`src/rtl/imem_loader.sv`:
```
// imem_loader: byte-serial boot loader driving the instruction memory write port; define CHECKSUM_EN for a 32-bit sum trailer check
module imem_loader #(
    parameter int W     = 32,
    parameter int DEPTH = 256
) (
    input  logic         clk,
    input  logic         i_rst,
    input  logic         i_valid,
    input  logic [7:0]   i_byte,
    output logic         o_ready,
    output logic         o_WE,
    output logic [W-1:0] o_A,
    output logic [W-1:0] o_WD,
    output logic         o_cpu_rst,
    output logic         o_done,
    output logic         o_err
);
`ifdef CHECKSUM_EN
    typedef enum logic [2:0] {LEN0, LEN1, DATA, CHECK, FIN, DONE, ERR} state_t;
`else
    typedef enum logic [2:0] {LEN0, LEN1, DATA, FIN, DONE, ERR} state_t;
`endif
    state_t       state_q, state_d;
    logic [15:0]  count_q, count_d;
    logic [1:0]   byte_q, byte_d;
    logic [23:0]  word_q, word_d;
    logic [W-1:0] idx_q, idx_d, a_q, a_d, wd_q, wd_d;
    logic         we_q, we_d;
    logic         accept, last_word;
    logic [31:0]  full;
    logic [15:0]  len;
`ifdef CHECKSUM_EN
    logic [31:0]  sum_q, sum_d;
`endif

    assign o_ready   = !(state_q inside {FIN, DONE, ERR});
    assign accept    = i_valid & o_ready;
    assign full      = {i_byte, word_q};
    assign len       = {i_byte, count_q[7:0]};
    assign last_word = (idx_q + 1'b1) == W'(count_q);
    assign o_WE      = we_q;
    assign o_A       = a_q;
    assign o_WD      = wd_q;
    assign o_done    = state_q == DONE;
    assign o_err     = state_q == ERR;
    assign o_cpu_rst = state_q != DONE;

    // Frame sequencing, little-endian word assembly and write-port staging
    always_comb begin
        state_d = state_q;
        count_d = count_q;
        byte_d  = byte_q;
        word_d  = word_q;
        idx_d   = idx_q;
        we_d    = 1'b0;
        a_d     = a_q;
        wd_d    = wd_q;
`ifdef CHECKSUM_EN
        sum_d   = sum_q;
`endif
        if (state_q == FIN) state_d = DONE;
        if (accept) begin
            word_d = {i_byte, word_q[23:8]};
            case (state_q)
                LEN0: begin
                    count_d[7:0] = i_byte;
                    state_d      = LEN1;
                end
                LEN1: begin
                    count_d[15:8] = i_byte;
                    state_d       = (len == 16'd0) ? FIN : ({1'b0, len} > 17'(DEPTH)) ? ERR : DATA;
                end
                DATA: begin
                    byte_d = byte_q + 2'd1;
                    if (byte_q == 2'd3) begin
                        we_d  = 1'b1;
                        a_d   = idx_q;
                        wd_d  = W'(full);
                        idx_d = idx_q + 1'b1;
`ifdef CHECKSUM_EN
                        sum_d = sum_q + full;
                        if (last_word) state_d = CHECK;
`else
                        if (last_word) state_d = FIN;
`endif
                    end
                end
`ifdef CHECKSUM_EN
                CHECK: begin
                    byte_d = byte_q + 2'd1;
                    if (byte_q == 2'd3) state_d = (full == sum_q) ? FIN : ERR;
                end
`endif
                default: state_d = state_q;
            endcase
        end
    end

    // State and datapath registers; reset discards any partial frame
    always_ff @(posedge clk) begin
        if (i_rst) begin
            state_q <= LEN0;
            count_q <= '0;
            byte_q  <= '0;
            word_q  <= '0;
            idx_q   <= '0;
            we_q    <= 1'b0;
            a_q     <= '0;
            wd_q    <= '0;
`ifdef CHECKSUM_EN
            sum_q   <= '0;
`endif
        end else begin
            state_q <= state_d;
            count_q <= count_d;
            byte_q  <= byte_d;
            word_q  <= word_d;
            idx_q   <= idx_d;
            we_q    <= we_d;
            a_q     <= a_d;
            wd_q    <= wd_d;
`ifdef CHECKSUM_EN
            sum_q   <= sum_d;
`endif
        end
    end
endmodule

```
`config.mk`:
```
export PLATFORM = sky130hd
export DESIGN_NAME = imem_loader
export DESIGN_NICKNAME = d
export VERILOG_FILES = /design/src/rtl/imem_loader.sv
export SDC_FILE = /design/constraint.sdc
export NUM_CORES = 1
export LEC_CHECK = 0
export BUFFER_PORTS_ARGS = -buffer_cell sky130_fd_sc_hd__buf_2
export CAP_MARGIN = 20
export CORE_MARGIN = 8
export CORE_UTILIZATION = 50
export DETAILED_ROUTE_END_ITERATION = 12
export PLACE_DENSITY = 0.71
export SETUP_SLACK_MARGIN = 0.4
export SYNTH_ARGS = -nofsm -noshare
export SYNTH_HDL_FRONTEND = slang
export SYNTH_SLANG_ARGS = --single-unit
```
`constraint.sdc`:
```
create_clock -name clk -period 2.8 [get_ports clk]
set_clock_uncertainty 0.1 [all_clocks]
set_input_delay 0.42 -clock clk [delete_from_list [all_inputs] [get_ports clk]]
set_output_delay 0.42 -clock clk [all_outputs]
set_load 0.05 [all_outputs]
```
======== After elaboration in Yosys (flattened, before gate mapping) ========
Cells that the tools add are included.
word-level totals
  bits in registers ....................... 142
  output and inout port bits .............. 69
  input bits .............................. 11
  logic and storage cells ................. 41
operators by class
  mux-type cells .......................... 8
  add/subtract/negate cells ............... 2
  order comparisons ....................... 1
  bitwise logic cells ..................... 3
  reductions and logical operators ........ 9
  eq/ne operators ......................... 9
operators with widths
  operator                                                                          number
  32-bit by 1-bit adder with 32-bit output, second input constant                   1
  32-bit by 16-bit == test with 1-bit output                                        1
  3-bit two-way mux                                                                 6
  16-bit by 9-bit greater-than comparator with 1-bit output, second input constant  1
  16-bit zero test                                                                  1
  3-bit case mux with 3 select lines                                                1
  3-bit by 2-bit == test with 1-bit output, second input constant                   2
  3-bit == test, second input constant                                              2
  2-bit AND reduction                                                               3
  4-bit by 1-bit inequality test with 1-bit output, second input constant           1
  3-bit by 1-bit == test with 1-bit output, second input constant                   1
  3-bit zero test                                                                   1
  3-bit inequality test, second input constant                                      1
  3-bit AND reduction                                                               1
  3-bit nonzero test                                                                1
  3-bit OR reduction                                                                1
  2-bit by 1-bit adder with 2-bit output, second input constant                     1
  2-bit == test, second input constant                                              1
  1-bit inverter                                                                    2
  1-bit AND                                                                         1
  1-bit zero test                                                                   1
  1-bit two-way mux                                                                 1

======== Depth between registers and ports, before layout ========
Gate-level depths: netlist (run 1).
  depth after elaboration ................. 6
  mapped depth ............................ 9
  gate-level depth less buffers ........... 8

======== Least setup slack after synthesis (run 1) ========
No wires, ideal clock.
  path type ............................... register to register
  start point ............................. register idx_q[13]
  end point ............................... register state_q[0]
  required time ........................... 2,616 ps
  period minus slack after synthesis ...... 2,526 ps
  setup slack ............................. 274 ps
  setup time .............................. 84 ps
  cell stages (with the launch flop) ...... 10
  arrival ................................. 2,341 ps
  buffers on the path ..................... 2
  path through ............................ dfxtp_1 > buf_2 > nand4_1 > or3_1 > buf_2 > nor3_1 > xor2_1 > or3_1 > a2111o_1 > o31ai_2
on the way
  cells in the longest elaborated chain, start to end .. 6
ends and longest elaborated chain
  item                                        line  text
  start: declaration                          27    logic [W-1:0] idx_q, idx_d, a_q, a_d, wd_q, wd_d;
  start signal: assignment                    118   idx_q <= idx_d;
  32-bit by 1-bit adder with 32-bit output    40    assign last_word = (idx_q + 1'b1) == W'(count_q);
  32-bit by 16-bit == test with 1-bit output  40
  3-bit two-way mux                           84    if (last_word) state_d = FIN;
  3-bit two-way mux                           75    if (byte_q == 2'd3) begin
  3-bit case mux with 3 select lines          64    case (state_q)
  3-bit two-way mux                           62    if (accept) begin
  end signal: assignment                      114   state_q <= state_d;
  end: declaration                            23    state_t state_q, state_d;
No other way between the ends.
A chain may end at the register's enable or synchronous reset.

======== Worst setup path in the final report (run 1) ========
  start point ............................. register idx_q[1]
  end point ............................... register state_q[0]
Same word-level chain as after synthesis.

==> results of run 1 <==
-- worst paths after layout --
check | start | slack (ps) | cells after the start | endpoint
worst max-delay path | idx_q[1]$_SDFFE_PP0P_ | 400 | 9 | state_q[0]$_SDFFE_PP0P_
worst min-delay path | i_rst | 110 | 2 | o_WE$_SDFF_PP0_
worst max register to register | idx_q[1]$_SDFFE_PP0P_ | 400 | 9 | state_q[0]$_SDFFE_PP0P_
worst min register to register | o_A[21]$_SDFFE_PP0P_ | 350 | 2 | o_A[21]$_SDFFE_PP0P_
-- power breakdown --
part,internal [mW],total [mW],leakage (nW),switching [mW]
clock,1.45,2.33,0.301,0.874
sequential,2.04,2.07,1.16,0.0274
combinational,0.0515,0.175,1.36,0.123
-- repair_timing --
| item | CTS | global route |
|---|---|---|
| pin swaps | 2 | 6 |
| setup buffers | 2 | 8 |
| gates resized for setup | 15 | 21 |
| hold buffers | 0 | 0 |
| endpoints found under the setup margin | 5 | 3 |
| endpoints found under the hold margin | 0 | 0 |
-- worst max-delay path: cells and delay by family, from the launching register on --
family,cells,cell delay [ps]
buf+inv,2,250
compound gates,4,930
flops,1,340
simple gates,3,700
-- cells by family (layout without fill, tap and decap cells) --
logic type | Yosys count | in the layout
buf+inv | 65 | 141
xor+xnor | 57 | 57
fa+ha+maj | 2 | 2
simple gates | 372 | 372
flops | 142 | 142
mux | 2 | 2
compound gates | 138 | 138
-- stage by stage --
stage / hold WS [ps] / total power [mW]
finish: 112.3 / 4.572
global route: 103.9 / 4.717
CTS: 100.5 / 4.612
detailed placement: 344.8 / 2.294
global placement: 339.8 / 2.290
floorplan: 332.2 / 2.234
-- flip-flops by register name, summed over array words and instances, names as in the netlist --
| signal | flops |
|---|---|
| o_WD | 32 |
| state_q | 3 |
| idx_q | 32 |
| o_WE | 1 |
| count_q | 16 |
| word_q | 24 |
| byte_q | 2 |
| o_A | 32 |
-- routing by layer --
| metal | GRT usage [%] | wire length [um] | vias up |
|---|---|---|---|
| met2 | 30.45 | 7032 | 153 |
| met3 | 5.570 | 851 | 26 |
| met5 | 0 | 0 | - |
| li1 | - | - | 2717 |
| met1 | 25.14 | 7310 | 2565 |
| met4 | 8.139 | 299 | 0 |
-- area by class of cell --
class                      count  share of cell area [%]
timing repair buffer         104                   8.407
tap                          147                   2.502
clock buffer                  20                   6.212
clock inverter                12                   2.178
inverter                       5                  0.2553
multi-input combinational    571                   41.24
sequential                   142                   39.21
-- placed cells by master (no fill, tap or decap), drive strengths merged, types with 3 or more instances in the layout --
| master | n |
|---|---|
| nand3 | 18 |
| nand2 | 235 |
| nor2 | 53 |
| nor4 | 10 |
| o2111ai | 3 |
| a21oi | 114 |
| and3 | 6 |
| inv | 7 |
| xnor2 | 31 |
| xor2 | 26 |
| dfxtp | 142 |
| clkbuf | 20 |
| and2 | 3 |
| a31oi | 4 |
| o21ai | 5 |
| a211o | 3 |
| or3 | 7 |
| nand4 | 17 |
| nor3 | 10 |
| buf | 104 |
| and4 | 5 |
| clkinv | 6 |
| bufinv | 3 |
==> out/metrics.yaml, run 1 <==
critical_path:
  cp_data_arrival_time_ps: 2640
  crit_path_cell_trace: "buf_6 -> and4_4 -> and3_4 -> buf_6 -> a2111oi_4 -> a31oi_1 -> or3_1 -> a2111o_1 -> o31ai_2"
  startpoint_type: "flip-flop"
  worst_path_most_repeated_cell: "buf_6"
  critPathMaxStageDelay_ps: 410
  criticalPathCategory: "reg2reg"
  cp_max_fo: 5
  critPathCaptureType: "flip-flop"
  critPathSlowestCell: "a2111o_1"
  crit_required_ps: 3050
clock_network:
  clk_pin_slew_ps: 60
  cts_buffer_depth: 2
  cts-root-buf: "clkbuf_16"
  cts_tree: "done"
  clock_sinks: 142
  clk_latency_ps: 420
  numCtsBuffers: 17
  htree_levels: 4
floorplanning:
  die-area_sq_um: 15910
  die_w_um: 126.1
  io_pins: 80
  initial_core_util_pct: 50.92
  std_cell_rows: 40
  die_y_um: 126.1
  core_area_sq_um: 11910
global_route:
  antenna_found_initial: 0
  grt_overflow: 0
  grt_pass1_wl_um: 25560
  grt_util_all_layers_pct: 19.65
  grt_pass1_vias: 5219
  grt_max_degree: 142
yosys:
  synth_simple_gate_area_share_pct: 26.92
  synthTopCellsByCount: "235 x nand2_1, 142 x dfxtp_1, 114 x a21oi_1"
  yosys_warnings: 0
  synth_cell_types: 45
  synthCells: 778
  ys_seq_area_share_pct: 46.86
  synth_top_family_by_area: "simple AND/OR/NAND/NOR gates"
  synthXorXnorAreaFrac_pct: 8.230
  async_flop_share_pct: 0
  yosysMostFrequentCell: "nand2_1"
  syn_area_sq_um: 6066
  ys_seq_elements: 142
  synth_edf_count: 0
  netlist.area_leader.share_pct: 46.86
  syn_nets: 791
  synth_compound_area_share_pct: 12.71
  yosys_most_used_dff: "dfxtp_1"
  synth.area.mux_share_pct: 0.3507
  synth_area_leaders: "dfxtp_1 47%, nand2_1 15%, a21oi_1 9.4%"
  yosysTopAreaCell: "dfxtp_1"
  synth_adder_area_share_pct: 0.4125
  syn_avg_cell_area_sq_um: 7.797
placed_design:
  gp_congestion: 0.8661
  placed_area_sq_um: 6544
  io_buffers: 79
  preCtsSetupSlack_ps: 260.6
  placed_cells: 959
  dp_hpwl_um: 10600
cells_and_area:
  multi_input_area_sq_um: 3032
  finish.utilization_pct: 61.72
  area_growth_pct: 21.20
  fin_area_sq_um: 7352
  register_area_sq_um: 2883
  drive_gt1_share_pct: 20.61
  nNetsFinal: 854
  instances_no_fill: 1001
  fillers: 1090
  n_antenna_cell: 0
power:
  leakagePower_nw: 2.825
  powerDensity_nw_per_um2: 621.9
  peakVddDrop_uv: 441.2
sta:
  tns_ps: 0
  timing.final.crit_share_pct: 85.57
  fin_ws_ps: 404.1
  drv_slew: 0
  hold_viol_final: 0
  max_slew_margin_pct: 40.38
  tightestPinTransition_ps: 887.5
  setup_viol: 0
  fin_crit_ps: 2396
  max_freq_ghz: 0.4174
  grt_setup_unrepaired: "true"
drt:
  drt-total-wl_um: 15490
  ant_nets: 0
  wl_per_cell_um: 15.48
  drcViolationCount: 0
  vias: 5461
  drt_iter0_drc: 402
  dr.pass1.iters: 4
  viasPerCell: 5.456
min_path:
  hold_class: "in2reg"
flow_run:
  maxCapViolCount: 0
run_status:
  outcome: "completed"
Power figures use the tool's default switching activity.
==> run 2, diff against run 1 <==
REMOVE_ABC_BUFFERS = 1   (was unset)
==> run 2 against run 1 <==
Net effect:
- global-route usage shrank 1.1 points
- combinational power shrank 3%
- largest cell class unchanged
- fmax down 0.21%
- routed wire length fell by 4.0%
- critical endpoint unchanged
- clock power down 7%
- sequential power about the same
- first-iteration DRC count decreased by 15%
- sequential share of layout area increased by 0.35 points
==> out/metrics.yaml, run 2 (synthesis gave the netlist of run 1 again) <==
power:
  p_comb_share_pct: 3.9
  seqPwrFrac_pct: 47.1
  power_frac_clock_pct: 49.0
  p_sw_mw: 0.9847
  internal-power_mw: 3.410
  p_sw_share_pct: 22.41
  peakVddDrop_uv: 286.6
  powerDensity_nw_per_um2: 604.8
  leakagePower_nw: 2.791
clock_network:
  cts_tree: "done"
  cts_buffer_depth: 2
  clk_latency_ps: 420
  clk_pin_slew_ps: 60
  htree_levels: 4
  hold_buffers: 0
  numCtsBuffers: 17
  clock_sinks: 142
  cts-root-buf: "clkbuf_16"
floorplanning:
  io_pins: 80
  die-area_sq_um: 15910
  initial_core_util_pct: 50.92
  die_y_um: 126.1
  core_area_sq_um: 11910
  die_w_um: 126.1
  std_cell_rows: 40
sta:
  fin_crit_ps: 2401
  hold_ws_ps: 193.5
  max_freq_ghz: 0.4165
  tightestPinTransition_ps: 840.3
  setup_viol: 0
  drv_slew: 0
  hold_viol_final: 0
  max_slew_margin_pct: 43.98
  grt_setup_unrepaired: "true"
  timing.final.crit_share_pct: 85.75
critical_path:
  critPathSlowestCell: "a2111o_1"
  critPathMaxStageDelay_ps: 410
  startpoint_type: "flip-flop"
  crit_path_cell_trace: "and4_4 -> and3_4 -> nand2_1 -> xnor2_1 -> or3_1 -> a2111o_1 -> o31ai_2"
  critPathTopFamily: "simple AND/OR/NAND/NOR gates"
  worst-path-buf-inv: 0
  crit_required_ps: 3040
  criticalPathCategory: "reg2reg"
  cp_data_arrival_time_ps: 2640
  critPathCaptureType: "flip-flop"
  cp_max_fo: 8
global_route:
  grt_max_degree: 53
  antenna_found_initial: 0
  grt_overflow: 0
  grt_util_met3_pct: 4.684
  grt_util_all_layers_pct: 18.50
  grt_pass1_vias: 5079
  globalRoute.busiestLayer: "met2"
  grt_pass1_wl_um: 24320
  grt_use_met2_pct: 30.41
  use_met1_pct: 22.59
drt:
  drt_iter0_drc: 343
  viasPerCell: 5.377
  drt-total-wl_um: 14870
  drcViolationCount: 0
  wl_per_cell_um: 14.84
  vias: 5388
  ant_nets: 0
  dr.pass1.iters: 7
placed_design:
  placed_area_sq_um: 6546
  gp_congestion: 0.9203
  io_buffers: 79
  dp_hpwl_um: 10470
  placed_cells: 964
cells_and_area:
  layout_common_cells: "234 x nand2_1, 127 x dfxtp_1, 114 x a21oi_1"
  final_common_cell: "nand2_1"
  fin_area_sq_um: 7266
  register_area_sq_um: 2874
  area_growth_pct: 19.78
  fillers: 1095
  n_antenna_cell: 0
  nNetsFinal: 855
  instances_no_fill: 1002
  multi_input_area_sq_um: 3022
  drive_gt1_share_pct: 20.12
flow_run:
  maxCapViolCount: 0
min_path:
  hold_class: "in2reg"
run_status:
  outcome: "completed"
## run 2: cell count changes in the layout (fill, tap and decap cells not counted), moves of 3 or more
cell | previous run | this run
clkinvlp_4 | 1 | 4
dfxtp_1 | 122 | 127
buf_4 | 22 | 27
dfxtp_2 | 14 | 10
## run 2: power by group through the flow
stage          clock (mW)  sequential [mW]  combinational [mW]
6_report             2.16             2.07               0.170
5_1_grt              2.26             2.07               0.188
4_1_cts              2.18             2.07               0.169
3_5_place_dp            0             2.12               0.169
3_3_place_gp            0             2.12               0.165
2_1_floorplan           0             2.11              0.0948
## run 2: layout make-up
class / instances / share of cell area (%)
Clock inverter: 8 / 1.137
Inverter: 5 / 0.2583
Multi-Input combinational cell: 571 / 41.59
Clock buffer: 24 / 6.768
Tap cell: 147 / 2.531
Sequential cell: 142 / 39.56
Timing Repair Buffer: 105 / 8.163
## run 2: path summary, 6_finish.rpt
kind	from	end	slack (ps)	cells after the start
setup reg to reg	idx_q[3]$_SDFFE_PP0P_	state_q[0]$_SDFFE_PP0P_	400	7
hold / removal	i_byte[2]	o_WD[26]$_SDFFE_PP0P_	190	3
hold reg to reg	o_WD[14]$_SDFFE_PP0P_	o_WD[14]$_SDFFE_PP0P_	350	2
setup / recovery	idx_q[3]$_SDFFE_PP0P_	state_q[0]$_SDFFE_PP0P_	400	7
## run 2: tightest hold or removal path: cells and delay by family
family / cells / cell delay (ps)
compound gates: 1 / 50
simple gates: 1 / 60
buf+inv: 1 / 140
## run 2: repair_timing
item | 4_1_cts | 5_1_grt
pin swaps | 1 | 5
resized for setup | 13 | 21
setup buffers | 1 | 5
endpoints found under the setup margin | 5 | 4
## run 2: per-stage QoR
stage	utilization, %	setup TNS (ps)	power (mW)	worst slack [ps]
after floorplan	-	-1756	2.204	-314.8
after global placement	54.96	0	2.282	253.8
after detailed placement	54.96	0	2.286	102.4
after CTS	60.15	0	4.423	317.1
after global routing	61.00	0	4.518	346.2
final	61.00	0	4.394	399.1
## run 2: metal layers
layer / vias up / wire, um
li1: 2707 / -
met1: 2512 / 6598
met2: 147 / 7207
met3: 22 / 841
met4: 0 / 218
met5: - / 0
==> run 3, diff against run 2 <==
CELL_PAD_IN_SITES_DETAIL_PLACEMENT = 1   (was unset)
CELL_PAD_IN_SITES_GLOBAL_PLACEMENT = 2   (was unset)
CORE_UTILIZATION = 33   (was 50)
PLACE_DENSITY = unset   (was 0.71)
PLACE_DENSITY_LB_ADDON = 0.1   (was unset)
==> run 3 against run 2 <==
Net effect:
- first-iteration DRC count decreased by 29%
- via count increased by 1.1%
- sequential share of layout area decreased by 1.1 points
==> out/metrics.yaml, run 3 (synthesis gave the netlist of run 1 again) <==
critical_path:
  cp_max_fo: 7
  critPathCaptureType: "flip-flop"
  criticalPathCategory: "reg2reg"
  cp_data_arrival_time_ps: 2670
  reg2reg_depth: 8
  crit_end: "state_q[0]$_SDFFE_PP0P_"
  ff2ff_setup_slack_ps: 370
  startpoint_type: "flip-flop"
  timing.rr.start: "idx_q[13]$_SDFFE_PP0P_"
  rr_endpoint: "state_q[0]$_SDFFE_PP0P_"
  crit_required_ps: 3040
  cp-startpoint: "idx_q[13]$_SDFFE_PP0P_"
cells_and_area:
  fillers: 2203
  area_growth_pct: 23.62
  instances_no_fill: 1091
  n_antenna_cell: 0
  final_common_cell: "nand2_1"
  drive_gt1_share_pct: 21.35
  nNetsFinal: 862
  finish.utilization_pct: 41.60
  layout_common_cells: "234 x nand2_1, 126 x dfxtp_1, 114 x a21oi_1"
drt:
  drt_iter0_drc: 245
  dr.pass1.iters: 4
  drt-met1-wl_um: 8325
  routed-wl-met2_um: 8416
  wl_met3_um: 584
  drcViolationCount: 0
  highest_layer: "met4"
  viasPerCell: 4.991
  wl_per_cell_um: 16.14
  drt-total-wl_um: 17610
  ant_nets: 0
  vias: 5445
global_route:
  grt_pass1_vias: 5517
  antenna_found_initial: 0
  grt_max_degree: 142
  grt_pass1_wl_um: 28500
  grt_overflow: 0
  grt_util_all_layers_pct: 15.63
sta:
  grt_setup_unrepaired: "true"
  timing.final.crit_share_pct: 86.78
  max_slew_margin_pct: 38.82
  drv_slew: 0
  max_freq_ghz: 0.4116
  tightestPinTransition_ps: 917.7
  setup_viol: 0
  tns_ps: 0
  fin_crit_ps: 2430
  hold_viol_final: 0
clock_network:
  clk_pin_slew_ps: 60
  hold_buffers: 0
  htree_levels: 4
  numCtsBuffers: 17
  cts_tree: "done"
  cts-root-buf: "clkbuf_16"
  cts_buffer_depth: 2
  clk_latency_ps: 430
  clock_sinks: 142
floorplanning:
  die_y_um: 151.6
  die_w_um: 151.6
  initial_core_util_pct: 33.65
  die-area_sq_um: 22980
  std_cell_rows: 49
  io_pins: 80
  core_area_sq_um: 18020
run_status:
  outcome: "completed"
placed_design:
  gp_congestion: 0.9200
  placed_cells: 1050
  io_buffers: 79
  dp_hpwl_um: 12320
flow_run:
  maxCapViolCount: 0
min_path:
  hp-start: "i_rst"
  hold_class: "in2reg"
power:
  leakagePower_nw: 2.845
  peakVddDrop_uv: 427.9
  total_power_mw: 4.619
  powerDensity_nw_per_um2: 616.0
==> run 3: cell types whose count changed in the layout (fill, tap and decap cells not counted), moves of 2 or more <==
cell,change
buf_4,+5
bufinv_16,+2
clkbuf_8,-2
dfxtp_2,-2
dfxtp_4,+3
inv_6,+3
==> run 3: worst min-delay path by stage <==
stage / to / slack (ps) / cells after the start
after detailed placement: o_WD[25]$_SDFFE_PP0P_ / 340 / 2
after floorplan: o_WD[0]$_SDFFE_PP0P_ / 330 / 2
after global placement: o_WD[29]$_SDFFE_PP0P_ / 340 / 2
final: o_WE$_SDFF_PP0_ / 150 / 2
after CTS: o_WE$_SDFF_PP0_ / 140 / 2
after global routing: o_WE$_SDFF_PP0_ / 150 / 2
==> run 3: area by class of cell <==
| cell class | count | area [sq um] | share of cell area, % |
|---|---|---|---|
| Inverter | 5 | 18.77 | 0.2503 |
| Multi-Input combinational cell | 571 | 3032 | 40.43 |
| Clock buffer | 21 | 460.4 | 6.141 |
| Sequential cell | 142 | 2883 | 38.44 |
| Timing Repair Buffer | 112 | 661.9 | 8.827 |
| Clock inverter | 11 | 156.4 | 2.086 |
| Tap cell | 229 | 286.5 | 3.821 |
==> run 3: timing repair <==
item,4_1_cts,5_1_grt
pin swaps,0,7
setup endpoints to repair,5,4
buffers inserted,2,7
gates resized for setup,24,17
endpoints found under the hold margin,0,0
==> run 3: stage by stage <==
step                      hold WS [ps]  area (sq um)  setup WS [ps]
final                            148.0          7498          370.2
after global routing             149.7          7498          247.1
after detailed placement         344.9          6691          170.9
after global placement           339.9          6691          309.1
after CTS                        136.5          7383          416.6
after floorplan                  326.0          5811         -314.8
==> run 3: power breakdown <==
part           switching, mW  total (mW)  leakage, nW  internal (mW)
Clock                  0.911        2.37        0.291           1.46
Sequential            0.0272        2.07         1.16           2.04
Combinational          0.128       0.181         1.40         0.0529
Total                   1.07        4.62         2.84           3.55
==> run 3: critical path, stage by stage (launching register included) <==
cell and delay (ps):
dfxtp_4 380, nand4_1 150, or3_4 440, buf_6 140
nor4_4 330, mux2_4 350, nor2_4 90, o2111ai_2 120
o31ai_2 250
==> run 3: per-layer routing <==
metal / GRT usage, % / vias up
met4: 6.467 / 0
met5: 0 / -
li1: - / 2722
met3: 3.089 / 20
met2: 25.64 / 71
met1: 19.71 / 2632
